===== src/rtl/video_stream_gen.sv =====
// Raster test-pattern generator: emits lines/frames of (x + y) pixels separated by H/V blanking.
// Define VIDEO_STREAM_GEN_FRAME_SHIFT_EN to add a per-frame counter so the pattern moves each frame.
module video_stream_gen #(
  parameter int PIXEL_WIDTH   = 12,
  parameter int SPARSE_OUTPUT = 2
) (
  input  logic                   clk,
  input  logic                   rst,
  input  logic                   start,
  input  logic                   stop,
  input  logic [15:0]            line_size,
  input  logic [15:0]            line_count,
  input  logic [15:0]            hblank,
  input  logic [15:0]            vblank,
  output logic [PIXEL_WIDTH-1:0] do_o,
  output logic                   de_o,
  output logic                   hs_o,
  output logic                   vs_o,
  output logic                   busy_o,
  output logic                   frame_done_o
);
  localparam int SW = (SPARSE_OUTPUT > 0) ? $clog2(SPARSE_OUTPUT + 1) : 1;
  localparam logic [SW-1:0] SPARSE_MAX = SW'(SPARSE_OUTPUT);

  typedef enum logic [1:0] {
    IDLE   = 2'd0,
    LINE   = 2'd1,
    HBLANK = 2'd2,
    VBLANK = 2'd3
  } state_t;

  state_t                 state_q, state_d;
  logic [15:0]            x_q, x_d, y_q, y_d, blank_q, blank_d;
  logic [SW-1:0]          sparse_q, sparse_d;
  logic [15:0]            ls_q, ls_d, lc_q, lc_d, hb_q, hb_d, vb_q, vb_d;
  logic                   stop_req_q, stop_req_d;
  logic [PIXEL_WIDTH-1:0] pix, do_d;
  logic                   de_d, hs_d, vs_d, frame_done_d;
  logic [15:0]            cfg_ls, cfg_lc;

  // Zero-sized lines/frames degenerate to a single pixel/line.
  assign cfg_ls = (line_size == 16'd0) ? 16'd1 : line_size;
  assign cfg_lc = (line_count == 16'd0) ? 16'd1 : line_count;

`ifdef VIDEO_STREAM_GEN_FRAME_SHIFT_EN
  logic [PIXEL_WIDTH-1:0] frame_cnt_q, frame_cnt_d;
  assign pix = PIXEL_WIDTH'(x_q) + PIXEL_WIDTH'(y_q) + frame_cnt_q;
`else
  assign pix = PIXEL_WIDTH'(x_q) + PIXEL_WIDTH'(y_q);
`endif

  always_comb begin
    // NOTE: every variable gets a default before the case so no path leaves it unassigned (no latches).
    state_d      = state_q;
    x_d          = x_q;
    y_d          = y_q;
    blank_d      = blank_q;
    sparse_d     = sparse_q;
    ls_d         = ls_q;
    lc_d         = lc_q;
    hb_d         = hb_q;
    vb_d         = vb_q;
    stop_req_d   = stop_req_q | stop;
    de_d         = 1'b0;
    hs_d         = 1'b0;
    vs_d         = 1'b0;
    do_d         = '0;
`ifdef VIDEO_STREAM_GEN_FRAME_SHIFT_EN
    frame_cnt_d  = frame_cnt_q;
`endif
    case (state_q)
      IDLE: begin
        stop_req_d = 1'b0;
        if (start) begin
          ls_d       = cfg_ls;
          lc_d       = cfg_lc;
          hb_d       = hblank;
          vb_d       = vblank;
          x_d        = '0;
          y_d        = '0;
          blank_d    = '0;
          sparse_d   = '0;
          stop_req_d = stop;
`ifdef VIDEO_STREAM_GEN_FRAME_SHIFT_EN
          frame_cnt_d = '0;
`endif
          state_d    = LINE;
        end
      end
      LINE: begin
        sparse_d = (sparse_q == SPARSE_MAX) ? '0 : sparse_q + SW'(1);
        if (sparse_q == '0) begin
          de_d = 1'b1;
          hs_d = (x_q == 16'd0);
          vs_d = (x_q == 16'd0) && (y_q == 16'd0);
          do_d = pix;
          if (x_q == ls_q - 16'd1) begin
            // Last pixel of the line: skip the trailing sparse gap.
            x_d      = '0;
            blank_d  = '0;
            sparse_d = '0;
            if (y_q < lc_q - 16'd1) begin
              y_d     = y_q + 16'd1;
              state_d = HBLANK;
            end else begin
              state_d = VBLANK;
            end
          end else begin
            x_d = x_q + 16'd1;
          end
        end
      end
      HBLANK: begin
        if (blank_q == hb_q) begin
          blank_d  = '0;
          sparse_d = '0;
          state_d  = LINE;
        end else begin
          blank_d = blank_q + 16'd1;
        end
      end
      VBLANK: begin
        if (blank_q == vb_q) begin
          blank_d  = '0;
          x_d      = '0;
          y_d      = '0;
          sparse_d = '0;
`ifdef VIDEO_STREAM_GEN_FRAME_SHIFT_EN
          frame_cnt_d = frame_cnt_q + PIXEL_WIDTH'(1);
`endif
          if (stop_req_d) begin
            stop_req_d = 1'b0;
            state_d    = IDLE;
          end else begin
            ls_d    = cfg_ls;
            lc_d    = cfg_lc;
            hb_d    = hblank;
            vb_d    = vblank;
            state_d = LINE;
          end
        end else begin
          blank_d = blank_q + 16'd1;
        end
      end
      default: begin
        stop_req_d = 1'b0;
        state_d    = IDLE;
      end
    endcase
    // Registered so the pulse coincides with the final VBLANK cycle itself.
    frame_done_d = (state_d == VBLANK) && (blank_d == vb_d);
  end

  always_ff @(posedge clk or posedge rst) begin
    if (rst) begin
      state_q      <= IDLE;
      x_q          <= '0;
      y_q          <= '0;
      blank_q      <= '0;
      sparse_q     <= '0;
      ls_q         <= '0;
      lc_q         <= '0;
      hb_q         <= '0;
      vb_q         <= '0;
      stop_req_q   <= 1'b0;
      do_o         <= '0;
      de_o         <= 1'b0;
      hs_o         <= 1'b0;
      vs_o         <= 1'b0;
      busy_o       <= 1'b0;
      frame_done_o <= 1'b0;
`ifdef VIDEO_STREAM_GEN_FRAME_SHIFT_EN
      frame_cnt_q  <= '0;
`endif
    end else begin
      // NOTE: non-blocking assignments so every register samples pre-edge values.
      state_q      <= state_d;
      x_q          <= x_d;
      y_q          <= y_d;
      blank_q      <= blank_d;
      sparse_q     <= sparse_d;
      ls_q         <= ls_d;
      lc_q         <= lc_d;
      hb_q         <= hb_d;
      vb_q         <= vb_d;
      stop_req_q   <= stop_req_d;
      do_o         <= do_d;
      de_o         <= de_d;
      hs_o         <= hs_d;
      vs_o         <= vs_d;
      busy_o       <= (state_d != IDLE);
      frame_done_o <= frame_done_d;
`ifdef VIDEO_STREAM_GEN_FRAME_SHIFT_EN
      frame_cnt_q  <= frame_cnt_d;
`endif
    end
  end

endmodule


===== config.mk =====
export PLATFORM = sky130hd
export DESIGN_NAME = video_stream_gen
export DESIGN_NICKNAME = d
export VERILOG_FILES = /design/src/rtl/video_stream_gen.sv
export SDC_FILE = /design/constraint.sdc
export NUM_CORES = 1
export LEC_CHECK = 0
export CORE_MARGIN = 2
export CORE_UTILIZATION = 53
export DETAILED_ROUTE_END_ITERATION = 8
export PLACE_DENSITY = 0.78
export SLEW_MARGIN = 20
export SYNTH_ARGS = -nofsm -noshare
export SYNTH_HDL_FRONTEND = slang
export SYNTH_SLANG_ARGS = --single-unit

===== constraint.sdc =====
create_clock -name clk -period 4.5 [get_ports clk]
set_input_delay 0.675 -clock clk [delete_from_list [all_inputs] [get_ports clk]]
set_output_delay 0.675 -clock clk [all_outputs]
set_load 0.03 [all_outputs]

==> flow_metrics.py, run 1 <==
metrics = {
    "synthesis": {
        "syn_area_mm2": 0.008557,
        "synth_fa_ha_area_share_pct": 5.644,
        "yosys-top-cells-area": "dfrtp_1 39%, mux2_2 6.4%, xnor2_1 6.0%",
        "synth-seq-area-share_pct": 39.19,
        "synth_ff_type": "dfrtp_1",
        "syn_inst": 892,
        "synth_area_per_cell_um2": 9.593,
        "yosysTopAreaCell": "dfrtp_1",
        "yosysTopAreaCellShare_pct": 39.19,
        "synth_common_cells": "134 x dfrtp_1, 88 x nor2_1, 59 x xnor2_1",
        "synth_async_sr_flop_share_pct": 100.0,
        "yosysMostFrequentCell": "dfrtp_1",
        "ys_types": 77,
        "synth_xor_area_share_pct": 11.67,
        "synthesis.nets": 998,
        "ys_ff_latch": 134,
        "synthMuxAreaShare_pct": 7.150,
        "synth_edf_count": 0,
        "synth_top_family_by_area": "simple AND/OR/NAND/NOR gates",
        "synthSimpleGateAreaFrac_pct": 20.02,
        "yosys_warnings": 0,
        "synth_compound_area_share_pct": 11.86,
    },
    "final_layout": {
        "area_growth_pct": 19.52,
        "final_area_mm2": 0.01023,
        "finalNonFillerCells": 1204,
        "seq_area_mm2": 0.003353,
        "diodes": 0,
        "final_layout_size_suffix_gt1_share_pct": 13.26,
        "fillers": 1262,
        "nets": 1081,
        "multi_input_area_mm2": 0.004826,
    },
    "placed_design": {
        "hpwlAfterDp_mm": 16.11,
        "place_area_mm2": 0.009629,
        "port_buffers": 84,
        "gp_congestion": 0.9813,
        "dp.cells": 1172,
    },
    "critical_path": {
        "crit_slowest_cell": "or4_4",
        "r2r-end": "frame_done_o",
        "cp.depth": 11,
        "critPathCaptureType": "flip-flop",
        "crit_path_end": "frame_done_o",
        "crit_chain": "or4_4, nor4_1, mux2i_1, o21ai_2, nand3_1, o21ai_0, o21ai_0, o21ai_0, o311a_2, or4_1, nor4_2",
        "crit_buf_inv": 0,
        "r2r-start": "ls_q[3]",
        "regToRegSetupSlack_ns": 0.57,
        "cp_top_family": "simple AND/OR/NAND/NOR gates",
        "crit_arrival_ns": 4.28,
        "worstPathMaxFanout": 10,
        "setup.worst_path.start_class": "flip-flop",
        "startpoint": "ls_q[3]",
        "required_ns": 4.85,
        "slowest_delay_ns": 0.63,
        "path_class": "flip-flop to flip-flop",
        "r2r_cells": 11,
        "path_common_cell": "o21ai_0",
    },
    "clock_network": {
        "cts_setup_buffers": 0,
        "cts.path.max_buffers": 2,
        "insertion_delay_ns": 0.44,
        "cts_max_level": 4,
        "cts_tree": "built",
        "clk_pin_slew_ns": 0.06,
        "postCtsHoldBufs": 0,
        "cts_sinks": 134,
        "cts_buffers": 17,
        "cts_root_buf": "clkbuf_16",
        "post_cts_resize_count": 0,
    },
    "floorplanning": {
        "core_area_mm2": 0.01583,
        "fp.dieW_um": 131.1,
        "fp.dieArea_mm2": 0.01718,
        "ioPinCount": 85,
        "initial_core_util_pct": 54.06,
        "row_count": 46,
        "fp.dieH_um": 131.1,
    },
    "sta": {
        "tns_ns": 0,
        "worst_pin_slew_ns": 0.9564,
        "hold_slack_ns": 0.5291,
        "fmax_mhz": 254.3,
        "final.period_utilization_pct": 87.39,
        "setup_viol": 0,
        "relSlewSlack_pct": 36.24,
        "skew_ns": 0.006983,
        "maxSlewViolCount": 0,
        "final_hold_viol_count": 0,
        "rsz0062_at_grt": "false",
        "fin_crit_ns": 3.932,
    },
    "global_routing": {
        "grt_pass1_wl_mm": 35.77,
        "grt_pass1_vias": 6939,
        "antenna_found_initial": 0,
        "grt_max_degree": 75,
        "grt.total_usage_pct": 27.14,
        "gr-total-overflow": 0,
    },
    "drt": {
        "drc": 0,
        "vias": 7181,
        "routed_wl_mm": 22.02,
        "viasPerCell": 5.964,
        "first_pass_iters": 6,
        "wire_per_inst_um": 18.29,
        "ant_nets": 0,
        "drtIter0Drc": 643,
    },
    "pwr": {
        "p_leak_nw": 4.455,
        "peakVddDrop_uv": 334.9,
        "power_w": 0.005765,
        "p_per_area_mw_per_mm2": 563.7,
    },
    "job": {
        "cap_violations": 0,
    },
    "status": {
        "status": "complete, no violations",
    },
    "worst_hold_path": {
        "min_path_type": "flip-flop to flip-flop",
        "worstHoldStart": "lc_q[15]",
    },
}
[layout make-up]
| cell class | instances | area share [%] |
|---|---|---|
| tap | 216 | 2.643 |
| multi-input combinational | 676 | 47.19 |
| clock buffer | 19 | 4.331 |
| clock inverter | 13 | 1.517 |
| inverter | 41 | 1.529 |
| timing repair buffer | 105 | 10.01 |
| sequential | 134 | 32.79 |
[cells by family (layout without fill, tap and decap cells)]
group / count (synthesis) / after routing
and+or+nand+nor: 325 / 325
DFF: 134 / 134
adders and majority gates: 38 / 38
AOI/OAI and AO/OA: 144 / 144
buffers and inverters: 82 / 178
muxes: 55 / 55
xor gates and xnor gates: 114 / 114
[cells in the final DEF (no fill, tap or decap), types with 6 or more instances in the layout]
cell type / instances
ha_1: 37
and3_1: 16
dfrtp_1: 134
and2_1: 7
mux2i_1: 6
mux2_2: 49
xnor2_1: 59
nand4_1: 20
nor2_1: 88
nand2_1: 44
a21o_1: 6
nor3_1: 25
nor4_1: 35
o31ai_1: 9
o21ai_0: 36
or4_1: 6
o21bai_1: 6
a22o_1: 7
nor2b_1: 8
nand2b_1: 9
buf_4: 19
inv_1: 39
a21oi_1: 25
clkdlybuf4s50_1: 84
nand3_1: 32
xor2_1: 55
clkbuf_16: 17
[per-stage QoR]
step / worst slack, ns / util, %
global placement: 0.5388 / 60.84
finish: 0.5675 / 64.62
global route: 0.2732 / 64.62
detailed placement: 0.5190 / 60.84
floorplan: 0.2422 / -
CTS: 0.6057 / 64.62
[routing by layer]
metal  vias up  share of wire (%)  global-route usage, %
met3        37                7.9                  6.169
met1      3484                 44                  37.77
met2       284                 46                  42.61
li1       3376                  -                      -
met4         0                1.8                  8.198
met5         -                  0                      0
[worst reg2reg max path, cell delays in order, from the launching register on]
cell and delay [ns]:
dfrtp_1 0.47, or4_4 0.63, nor4_1 0.35, mux2i_1 0.27
o21ai_2 0.10, nand3_1 0.10, o21ai_0 0.19, o21ai_0 0.58
o21ai_0 0.23, o311a_2 0.17, or4_1 0.52, nor4_2 0.21
[sequential cells by signal, summed over array words and instances (netlist names), 2 cells and up]
| register | count |
|---|---|
| blank_q | 16 |
| do_o | 12 |
| hb_q | 16 |
| lc_q | 16 |
| ls_q | 16 |
| sparse_q | 2 |
| state_q | 2 |
| vb_q | 16 |
| x_q | 16 |
| y_q | 16 |
[worst min path at each step]
stage | end | slack (ns) | cells past startpoint
floorplan | hb_q[0] | 0.50 | 1
global placement | hb_q[7] | 0.51 | 1
detailed placement | lc_q[15] | 0.52 | 1
CTS | lc_q[15] | 0.53 | 1
global route | lc_q[15] | 0.54 | 1
finish | lc_q[15] | 0.53 | 1
[power by group]
part           switching (W)  internal, W  total (W)
logic                0.00130      0.00107    0.00236
clock network       0.000539     0.000881    0.00142
registers           0.000412      0.00157    0.00198
No activity file was read; power rests on OpenSTA's default activity.
==> run 2, diff against run 1 <==
- MAX_ROUTING_LAYER: not set -> met4
- TNS_END_PERCENT: not set -> 50
==> run 2 against run 1 <==
Against the previous run:
- first-iteration DRC count decreased by 9.5%
- die area unchanged
- non-clock buffer count down 2
- largest power group unchanged
==> flow_metrics.py, run 2 (synthesis results as in run 1) <==
metrics = {
    "status": {
        "status": "complete, no violations",
    },
    "pwr": {
        "p_seq_share_pct": 33.8,
        "p_per_area_mw_per_mm2": 572.1,
        "p_leak_nw": 4.452,
        "clock_power_share_pct": 25.5,
        "comb_power_share_pct": 40.7,
        "p_sw_share_pct": 38.52,
        "p_sw_w": 0.002255,
        "peakVddDrop_uv": 409.4,
        "intPower_w": 0.003600,
    },
    "clock_network": {
        "cts_buffers": 17,
        "clk_pin_slew_ns": 0.06,
        "postCtsHoldBufs": 0,
        "cts.path.max_buffers": 2,
        "insertion_delay_ns": 0.42,
        "post_cts_resize_count": 0,
        "cts_tree": "built",
        "cts_root_buf": "clkbuf_16",
        "cts_max_level": 4,
        "cts_sinks": 134,
        "cts_setup_buffers": 0,
    },
    "job": {
        "cap_violations": 0,
    },
    "worst_hold_path": {
        "min_path_type": "flip-flop to flip-flop",
        "worstHoldStart": "hb_q[1]",
    },
    "final_layout": {
        "fillers": 1258,
        "diodes": 0,
        "final_area_mm2": 0.01023,
        "layout_commonest_cell": "dfrtp_1",
        "final_layout_size_suffix_gt1_share_pct": 12.88,
        "nets": 1079,
        "post-route-util_pct": 64.66,
        "final_cell_mix": "134 x dfrtp_1, 88 x nor2_1, 84 x clkdlybuf4s50_1",
        "area_growth_pct": 19.59,
    },
    "sta": {
        "setup_viol": 0,
        "final.period_utilization_pct": 90.14,
        "setup_ws_ns": 0.4435,
        "fin_crit_ns": 4.056,
        "maxSlewViolCount": 0,
        "relSlewSlack_pct": 42.36,
        "hold_slack_ns": 0.5248,
        "tns_ns": 0,
        "skew_ns": 0.007262,
        "final_hold_viol_count": 0,
        "rsz0062_at_grt": "false",
        "worst_pin_slew_ns": 0.8645,
        "fmax_mhz": 246.5,
    },
    "drt": {
        "drc": 0,
        "ant_nets": 0,
        "first_pass_iters": 6,
        "vias": 7147,
        "drtIter0Drc": 582,
        "routed_wl_mm": 22.34,
        "wire_per_inst_um": 18.59,
        "viasPerCell": 5.946,
    },
    "critical_path": {
        "r2r-start": "blank_q[10]",
        "path_class": "flip-flop to flip-flop",
        "setup.worst_path.start_class": "flip-flop",
        "worstPathMaxFanout": 7,
        "startpoint": "blank_q[10]",
        "crit_arrival_ns": 4.38,
        "required_ns": 4.83,
        "critPathCaptureType": "flip-flop",
    },
    "global_routing": {
        "grt_pass1_wl_mm": 36.58,
        "gr-total-overflow": 0,
        "grt.total_usage_pct": 28.48,
        "grt_max_degree": 67,
        "antenna_found_initial": 0,
        "grt_pass1_vias": 7097,
    },
    "floorplanning": {
        "row_count": 46,
        "fp.dieArea_mm2": 0.01718,
        "fp.dieW_um": 131.1,
        "ioPinCount": 85,
        "core_area_mm2": 0.01583,
        "initial_core_util_pct": 54.06,
        "fp.dieH_um": 131.1,
    },
    "placed_design": {
        "port_buffers": 84,
        "place_area_mm2": 0.009602,
        "place_ws_ns": 0.4753,
        "gp_congestion": 0.9647,
        "hpwlAfterDp_mm": 16.27,
    },
}
## run 2: cell types whose count changed in the layout (fill, tap and decap cells not counted), sizes merged
| cell | change |
|---|---|
| buf | -2 |
| bufinv | +1 |
| clkbuf | +3 |
| clkinv | -3 |
| clkinvlp | -2 |
| inv | +1 |
## run 2: final timing paths
check                      cells after the start  slack (ns)           end
min reg2reg                                    1        0.52       hb_q[1]
min                                            1        0.52       hb_q[1]
min in group asynchronous                      2        0.79       ls_q[6]
max reg2reg                                   11        0.44  frame_done_o
max in group asynchronous                      3        2.88   blank_q[12]
max                                           11        0.44  frame_done_o
## run 2: power groups by stage
stage	Combinational (W)	Sequential, W	Clock [W]
floorplan	0.00175	0.00190	0
global placement	0.00231	0.00197	0
detailed placement	0.00234	0.00199	0
CTS	0.00237	0.00197	0.00151
global route	0.00261	0.00204	0.00157
finish	0.00238	0.00198	0.00149
## run 2: routing by layer
| metal | global-route usage [%] | vias to the layer above | share of wire, % |
|---|---|---|---|
| met3 | 6.250 | 34 | 7.0 |
| met5 | - | - | 0 |
| met1 | 39.41 | 3469 | 45 |
| met2 | 42.52 | 276 | 46 |
| li1 | - | 3368 | - |
| met4 | 7.947 | 0 | 1.9 |
## run 2: metrics by stage
stage          cells  power, W
3_3_place_gp    1170  0.004283
2_1_floorplan    892  0.003652
3_5_place_dp    1170  0.004331
5_1_grt         1202  0.006217
6_report        1202  0.005855
4_1_cts         1202  0.005857
## run 2: worst max-delay path, stage by stage, from the launching register on
cell	delay, ns
dfrtp_1	0.45
xor2_1	0.19
nor4_1	0.55
a41oi_1	0.36
or3b_1	0.46
a32oi_1	0.43
o22ai_1	0.16
or3_1	0.32
a32oi_1	0.18
o2111ai_1	0.12
or4_1	0.50
nor4_2	0.23
## run 2: area by class of cell
type                            count  area, um2  area share (%)
Tap cell                          216      270.3           2.641
Sequential cell                   134       3353           32.77
Timing Repair Buffer              103      996.0           9.732
Clock inverter                     10      167.7           1.638
Inverter                           41      156.4           1.528
Clock buffer                       22      464.2           4.536
Multi-Input combinational cell    676       4826           47.16
==> run 3, diff against run 2 <==
- CORE_MARGIN: 2 -> not set
- CORE_UTILIZATION: 53 -> 64
- CTS_BUF_LIST: not set -> sky130_fd_sc_hd__clkbuf_4
- PLACE_DENSITY: 0.78 -> 0.88
- clock period: 4.5 -> 4.8 ns (I/O delays scaled with it)
==> run 3 against run 2 <==
Against the previous run:
- cell count shrank 3.4%
- non-clock buffer count grew 1
- design area shrank 3.9%
- worst hold slack gained 0.019 ns
- die area shrank 19%
- core utilization grew 12 points
==> flow_metrics.py, run 3 (synthesis results as in run 1) <==
metrics = {
    "status": {
        "status": "complete, no violations",
    },
    "drt": {
        "routed_wl_mm": 22.34,
        "viasPerCell": 6.348,
        "drc": 0,
        "vias": 7370,
        "ant_nets": 0,
        "drtIter0Drc": 808,
        "wire_per_inst_um": 19.24,
        "first_pass_iters": 7,
    },
    "final_layout": {
        "final_area_mm2": 0.009833,
        "area_growth_pct": 14.91,
        "seq_area_mm2": 0.003353,
        "fillers": 891,
        "final_layout_size_suffix_gt1_share_pct": 13.27,
        "final_cell_mix": "134 x dfrtp_1, 88 x nor2_1, 84 x clkdlybuf4s50_1",
        "nets": 1080,
        "post-route-util_pct": 76.67,
        "multi_input_area_mm2": 0.004826,
        "layout_commonest_cell": "dfrtp_1",
    },
    "worst_hold_path": {
        "min_path_type": "flip-flop to flip-flop",
    },
    "critical_path": {
        "regToRegSetupSlack_ns": 0.59,
        "startpoint": "blank_q[8]",
        "required_ns": 5.28,
        "r2r-start": "blank_q[8]",
        "cp_top_family": "simple AND/OR/NAND/NOR gates",
        "crit_buf_inv": 0,
        "path_common_cell": "a32oi_1",
        "setup.worst_path.start_class": "flip-flop",
        "r2r-end": "frame_done_o",
        "path_class": "flip-flop to flip-flop",
        "crit_chain": "xor2_1, nor4_1, a41oi_1, or3b_1, a32oi_1, o22ai_1, or3_1, a32oi_1, o2111ai_1, or4_1, nor4_2",
        "crit_path_end": "frame_done_o",
        "worstPathMaxFanout": 8,
        "crit_slowest_cell": "nor4_1",
        "cp.depth": 11,
        "slowest_delay_ns": 0.55,
        "critPathCaptureType": "flip-flop",
        "r2r_cells": 11,
        "crit_arrival_ns": 4.68,
    },
    "pwr": {
        "p_sw_w": 0.002096,
        "p_seq_share_pct": 38.3,
        "peakVddDrop_uv": 373.7,
        "p_leak_nw": 4.298,
        "p_per_area_mw_per_mm2": 491.2,
        "clock_power_share_pct": 15.4,
        "intPower_w": 0.002734,
        "p_sw_share_pct": 43.40,
        "comb_power_share_pct": 46.4,
    },
    "global_routing": {
        "top_usage_layer": "met2",
        "grtUsageMet3_pct": 7.122,
        "antenna_found_initial": 1,
        "grt_pass1_vias": 7141,
        "grt.total_usage_pct": 35.03,
        "gr-total-overflow": 0,
        "use_met1_pct": 47.94,
        "grtUsageMet2_pct": 51.88,
        "grt_max_degree": 135,
        "grt_pass1_wl_mm": 36.87,
    },
    "clock_network": {
        "cts_root_buf": "clkbuf_4",
        "post_cts_resize_count": 0,
        "cts_max_level": 4,
        "postCtsHoldBufs": 0,
        "cts_buffers": 17,
        "cts_sinks": 134,
        "cts_tree": "built",
        "cts_setup_buffers": 0,
        "clk_pin_slew_ns": 0.14,
        "insertion_delay_ns": 0.55,
        "cts.path.max_buffers": 2,
    },
    "placed_design": {
        "place_area_mm2": 0.009554,
        "port_buffers": 84,
        "hpwlAfterDp_mm": 16.68,
        "place_ws_ns": 0.6368,
        "gp_congestion": 0.9897,
    },
    "floorplanning": {
        "fp.dieW_um": 117.6,
        "ioPinCount": 85,
        "row_count": 41,
        "fp.dieH_um": 117.6,
        "initial_core_util_pct": 66.72,
        "fp.dieArea_mm2": 0.01384,
        "core_area_mm2": 0.01282,
    },
    "sta": {
        "relSlewSlack_pct": 45.71,
        "final_hold_viol_count": 0,
        "setup_ws_ns": 0.5949,
        "worst_pin_slew_ns": 0.8134,
        "final.period_utilization_pct": 87.61,
        "maxSlewViolCount": 0,
        "setup_viol": 0,
        "skew_ns": 0.01718,
        "fin_crit_ns": 4.205,
        "hold_slack_ns": 0.5436,
        "tns_ns": 0,
        "fmax_mhz": 237.8,
        "rsz0062_at_grt": "false",
    },
    "job": {
        "cap_violations": 0,
    },
}
-- run 3: cell types whose count changed in the layout (fill, tap and decap cells not counted), moves of 2 or more --
| cell | previous run | this run |
|---|---|---|
| bufinv_16 | 4 | 1 |
| clkbuf_1 | 3 | 0 |
| clkbuf_16 | 17 | 0 |
| clkbuf_4 | 0 | 17 |
| clkbuf_8 | 2 | 0 |
| clkinvlp_4 | 1 | 3 |
| diode_2 | 0 | 2 |
| inv_6 | 2 | 4 |
| inv_8 | 0 | 2 |
-- run 3: worst min path at each step --
stage | start | endpoint | slack (ns) | depth (start not counted)
after floorplan | hb_q[0] | hb_q[0] | 0.50 | 1
after global placement | hb_q[6] | hb_q[6] | 0.51 | 1
after detailed placement | hb_q[10] | hb_q[10] | 0.52 | 1
after CTS | hb_q[10] | hb_q[10] | 0.55 | 1
after global routing | hb_q[10] | hb_q[10] | 0.56 | 1
final | hb_q[13] | hb_q[13] | 0.54 | 1
-- run 3: metal layers --
layer  part of all wire, %  routed length, um
met1                    43               9627
met2                    46              10280
met3                   8.7               1933
met4                   2.2                499
met5                     0                  0
-- run 3: power groups by stage --
| stage | Sequential (W) | Combinational, W | Clock, W |
|---|---|---|---|
| final | 0.00185 | 0.00224 | 0.000743 |
| after CTS | 0.00184 | 0.00221 | 0.000752 |
| after global placement | 0.00184 | 0.00215 | 0 |
| after floorplan | 0.00178 | 0.00164 | 0 |
| after global routing | 0.00189 | 0.00246 | 0.000804 |
| after detailed placement | 0.00186 | 0.00220 | 0 |
-- run 3: final cells by class --
cell class | instances | area share (%)
well taps | 172 | 2.189
inverters | 41 | 1.591
clock inverters | 15 | 1.489
clock buffers | 17 | 1.298
multi-input cells | 676 | 49.08
flip-flops and latches | 134 | 34.10
repair buffers | 104 | 10.20
diodes | 2 | 0.05090
-- run 3: metrics by stage --
step,total power (W),std cells
2_1_floorplan,0.003423,892
3_3_place_gp,0.003993,1127
3_5_place_dp,0.004063,1127
4_1_cts,0.004806,1159
5_1_grt,0.005149,1161
6_report,0.004830,1161
